<file path="src/rtl/ula_seq.sv">
// Sequencing controller for the 8-bit ripple ALU: one request at a time over
// valid/ready, opcode decode onto the ALU control lines, and shift-add multiply.
module ula_seq #(
  parameter int WIDTH = 8
) (
  input  logic             clk,
  input  logic             rst,
  input  logic             in_valid,
  output logic             in_ready,
  input  logic [2:0]       in_opcode,
  input  logic [WIDTH-1:0] in_a,
  input  logic [WIDTH-1:0] in_b,
  output logic             out_valid,
  input  logic             out_ready,
  output logic [WIDTH-1:0] out_result,
  output logic             out_zero,
  output logic             out_overflow,
  output logic             out_err,
  output logic [WIDTH-1:0] alu_a,
  output logic [WIDTH-1:0] alu_b,
  output logic             alu_ainvert,
  output logic             alu_bnegate,
  output logic [1:0]       alu_op,
  input  logic [WIDTH-1:0] alu_result,
  input  logic             alu_zero,
  input  logic             alu_overflow
);

  localparam logic [1:0] S_IDLE = 2'd0;
  localparam logic [1:0] S_EXEC = 2'd1;
  localparam logic [1:0] S_MUL  = 2'd2;
  localparam logic [1:0] S_DONE = 2'd3;

  localparam logic [2:0] OP_AND = 3'b000;
  localparam logic [2:0] OP_OR  = 3'b001;
  localparam logic [2:0] OP_ADD = 3'b010;
  localparam logic [2:0] OP_SUB = 3'b011;
  localparam logic [2:0] OP_SLT = 3'b100;
  localparam logic [2:0] OP_NOR = 3'b101;
  localparam logic [2:0] OP_MUL = 3'b110;
  localparam logic [2:0] OP_ILL = 3'b111;

  localparam int CW = $clog2(WIDTH);
  localparam logic [CW-1:0] LAST_ITER = CW'(WIDTH - 1);

  // Handshakes: a transfer happens on a rising edge where valid and ready are
  // both high; valid never depends on ready, and ready here depends on state only.
  logic [1:0]       state;
  logic [2:0]       op_q;
  logic [WIDTH-1:0] mcand;   // operand a; shifted left during MUL
  logic [WIDTH-1:0] mplier;  // operand b; shifted right during MUL
  logic [WIDTH-1:0] acc;
  logic [CW-1:0]    count;
  logic [WIDTH-1:0] res_q;
  logic             zero_q;
  logic             ovf_q;
  logic             err_q;

  assign in_ready     = (state == S_IDLE);
  assign out_valid    = (state == S_DONE);
  assign out_result   = res_q;
  assign out_zero     = zero_q;
  assign out_overflow = ovf_q;
  assign out_err      = err_q;

  always_ff @(posedge clk or posedge rst) begin
    if (rst) begin
      state  <= S_IDLE;
      op_q   <= '0;
      mcand  <= '0;
      mplier <= '0;
      acc    <= '0;
      count  <= '0;
      res_q  <= '0;
      zero_q <= 1'b0;
      ovf_q  <= 1'b0;
      err_q  <= 1'b0;
    end else begin
      case (state)
        S_IDLE: begin
          if (in_valid) begin
            op_q   <= in_opcode;
            mcand  <= in_a;
            mplier <= in_b;
            acc    <= '0;
            count  <= '0;
            state  <= (in_opcode == OP_MUL) ? S_MUL : S_EXEC;
          end
        end
        S_EXEC: begin
          if (op_q == OP_ILL) begin
            res_q  <= '0;
            zero_q <= 1'b1;
            ovf_q  <= 1'b0;
            err_q  <= 1'b1;
          end else begin
            res_q  <= alu_result;
            zero_q <= alu_zero;
            ovf_q  <= alu_overflow;
            err_q  <= 1'b0;
          end
          state <= S_DONE;
        end
        S_MUL: begin
          acc    <= alu_result;
          mcand  <= mcand << 1;
          mplier <= mplier >> 1;
          count  <= count + CW'(1);
          // The ALU output this cycle already is the final accumulator value.
          if (count == LAST_ITER) begin
            res_q  <= alu_result;
            zero_q <= (alu_result == '0);
            ovf_q  <= 1'b0;
            err_q  <= 1'b0;
            state  <= S_DONE;
          end
        end
        S_DONE: begin
          if (out_ready) state <= S_IDLE;
        end
        default: state <= S_IDLE;
      endcase
    end
  end

  always_comb begin
    alu_a       = '0;
    alu_b       = '0;
    alu_ainvert = 1'b0;
    alu_bnegate = 1'b0;
    alu_op      = 2'b00;
    case (state)
      S_EXEC: begin
        if (op_q != OP_ILL) begin
          alu_a = mcand;
          alu_b = mplier;
        end
        case (op_q)
          OP_AND: alu_op = 2'b00;
          OP_OR:  alu_op = 2'b01;
          OP_ADD: alu_op = 2'b10;
          OP_SUB: begin alu_bnegate = 1'b1; alu_op = 2'b10; end
          OP_SLT: begin alu_bnegate = 1'b1; alu_op = 2'b11; end
          OP_NOR: begin alu_ainvert = 1'b1; alu_bnegate = 1'b1; alu_op = 2'b00; end
          default: alu_op = 2'b00;
        endcase
      end
      S_MUL: begin
        alu_a  = acc;
        alu_b  = mplier[0] ? mcand : '0;
        alu_op = 2'b10;
      end
      default: alu_op = 2'b00;
    endcase
  end

endmodule

</file>
<file path="config.mk">
export PLATFORM = sky130hd
export DESIGN_NAME = ula_seq
export DESIGN_NICKNAME = d
export VERILOG_FILES = /design/src/rtl/ula_seq.sv
export SDC_FILE = /design/constraint.sdc
export NUM_CORES = 1
export LEC_CHECK = 0
export ABC_AREA = 1
export BUFFER_PORTS_ARGS = -buffer_cell sky130_fd_sc_hd__buf_2
export CORE_MARGIN = 2
export CORE_UTILIZATION = 51
export DETAILED_ROUTE_END_ITERATION = 7
export GPL_TIMING_DRIVEN = 0
export PLACE_DENSITY = 0.79
export SYNTH_ARGS = -nofsm -noshare
export SYNTH_HDL_FRONTEND = slang
export SYNTH_SLANG_ARGS = --single-unit
</file>
<file path="constraint.sdc">
create_clock -name clk -period 4.24 [get_ports clk]
set_input_delay 0.848 -clock clk [delete_from_list [all_inputs] [get_ports clk]]
set_output_delay 0.848 -clock clk [all_outputs]
set_load 0.03 [all_outputs]
</file>
==> metrics.csv <==
metric,value,unit
status,completed,
drt drc,0,
core footprint,4290,um^2
root buffer cell,clkbuf_8,
Port-buffer cells,65,
Crit. End Element,output port,
Placer Congestion,0.831,
TritonCTS clock tree,built,
Tot Pwr,2.42,mW
Final Skew,0.0106,ns
"flops & latches, synth",43,
MaxCap Viol Count,0,
cell taking the most area after synthesis,dfrtp_1,
Max clock buf depth,2,
final core utilization,64.1,%
RSZ-0062 raised after global routing,false,
Num CTS Buffers,5,
DPL Wire Length,4.13,mm
Worst slew margin,39.8,%
min-delay worst type,reg -> reg,
WL met1,2.45,mm
Die Y,70.4,um
1st-pass router iterations,4,
critical path class,reg -> out,
Initial Util,52.4,%
Synth Warn #,0,
global-route wire length before repair,9.25,mm
final non-filler cell total,405,
"Slew Viols, Final",0,
hold_buf cts,0,
routed wire length per instance,13.9,um
Fin. Hold Viols,0,
main area contributors after synthesis,"dfrtp_1 (48%), nand2_1 (8.7%), nand3_1 (8.4%), inv_1 (5.7%), o21ai_0 (4.4%)",
pin count of the biggest net entering global routing,44,
fmax,0.320,GHz
DRT antenna net count,0,
post-CTS setup buffers,0,
clk_lat worst skew,0.30,ns
vias in the first global route,2075,
routed vias/inst,5.42,
pwr/cell area,879,nW/um^2
Final period util,73.7,%
post-cts repair resize count,0,
Syn Area/Cell,8.04,um^2
layout cell share with drive strength beyond 1,25.5,%
worst path required time,3.39,ns
post-synth net total,319,
Post-Syn Instances,280,
DIE WIDTH,70.4,um
Leakage,1.43,nW
metal3 WL,371,um
Iteration-0 DRC Markers,145,
Synth Cell Area,2250,um^2
NumNets Final,391,
critical path peak fanout,10,
H-tree depth,2,
Post-Place Setup Slack,1.46,ns
dpl cell area,2640,um^2
Tot GR Track Use,23.4,%
Finish-stage setup viols,0,
post-synth cell types,25,
post-placement cell count,397,
total wire length,5.62,mm
vias after detailed routing,2195,
number of inserted diodes,0,
area grow syn2layout,22.3,%
I/O pins,66,
Rows,24,
max layer used,met4,
die area,4960,um^2
crit path DAT,2.28,ns
reg2reg setup slack,2.57,ns
post-synthesis sequential area ratio,47.8,%
Hold WS,0.501,ns
initial antenna violation count,0,
Setup TNS Final,0,ns
GRT overflow,0,
PnR worst setup slack,1.11,ns
crit path time final,3.13,ns
Synth top area share,47.8,%
Max VDD drop,620,uV
Least-Margin Pin Slew,0.902,ns
Clock transition at path regs,0.09,ns
startpoint types,register,
"final std cell area, no fill",2750,um^2
CTS Sinks,43,
Met2 Wirelength,2.73,mm
-- final timing paths --
check,from,depth (start not counted),to
max reg2reg,state[0],7,mplier[0]
min in group asynchronous,rst,2,acc[5]
min reg2reg,count[0],1,count[0]
max in group asynchronous,rst,2,mplier[4]
max,state[1],6,alu_a[0]
min,count[0],1,count[0]
-- layout by cell type (no fill, tap or decap), drive strengths merged --
cell	n
buf	74
nand2	54
dfrtp	43
nand3	38
inv	37
o21ai	28
nor2	22
a21oi	10
o22ai	9
a31oi	8
clkbuf	8
o211ai	6
ha	6
nor3	3
nand4	2
clkinv	2
nand3b	1
mux2i	1
bufinv	1
-- Yosys cell counts --
master and instances:
nand4_2 1, buf_4 1, mux2i_1 1, inv_1 34, a21oi_1 10, buf_2 6
dfrtp_1 43, o22ai_1 9, nand3b_1 1, nor2_1 22, nand2_4 1, nand4_1 1
o21ai_0 20, clkbuf_1 3, o21ai_4 1, ha_1 6, nand2_1 52, nand3_1 38
o21ai_1 7, buf_6 2, o211ai_1 6, a31oi_1 8, nand2_2 1, nor3_1 3
inv_2 3
-- registers in the layout (all words and copies together) (netlist names), 2 cells and up --
name	flops
acc	8
mcand	8
mplier	8
out_result	8
count	3
op_q	3
state	2
-- report_power, final --
| part | switching [mW] | internal, mW | total (mW) |
|---|---|---|---|
| clock | 0.151 | 0.176 | 0.327 |
| combinational | 0.960 | 0.414 | 1.37 |
| sequential | 0.120 | 0.600 | 0.720 |
| total | 1.23 | 1.19 | 2.42 |
-- metal layers --
metal | GRT usage (%) | up-vias
met2 | 38.5 | 77
met3 | 4.91 | 6
met4 | 7.26 | 0
met5 | 0 | -
li1 | - | 1077
met1 | 30.9 | 1035
-- kinds of logic after synthesis --
kind of cell | after synthesis | synth area share, %
simple gates | 120 | 23.4
compound gates | 61 | 15.7
buf+inv | 49 | 9.34
flops | 43 | 47.8
fa+ha+maj | 6 | 3.34
mux | 1 | 0.445
-- layout make-up --
type	count	area [um^2]
Tap cell	52	65.1
Buffer	12	71.3
Fill cell	393	1540
Sequential cell	43	1080
Clock buffer	5	68.8
Clock inverter	3	43.8
Inverter	37	139
Multi-Input combinational cell	188	965
Timing Repair Buffer	65	325
-- critical path, stage by stage (launching register included) --
cell and delay (ns):
dfrtp_1 0.41, inv_1 0.08, ha_1 0.28, clkbuf_1 0.36, nand2_1 0.29, o21ai_0 0.31, buf_2 0.25
Power figures use the tool's default switching activity.
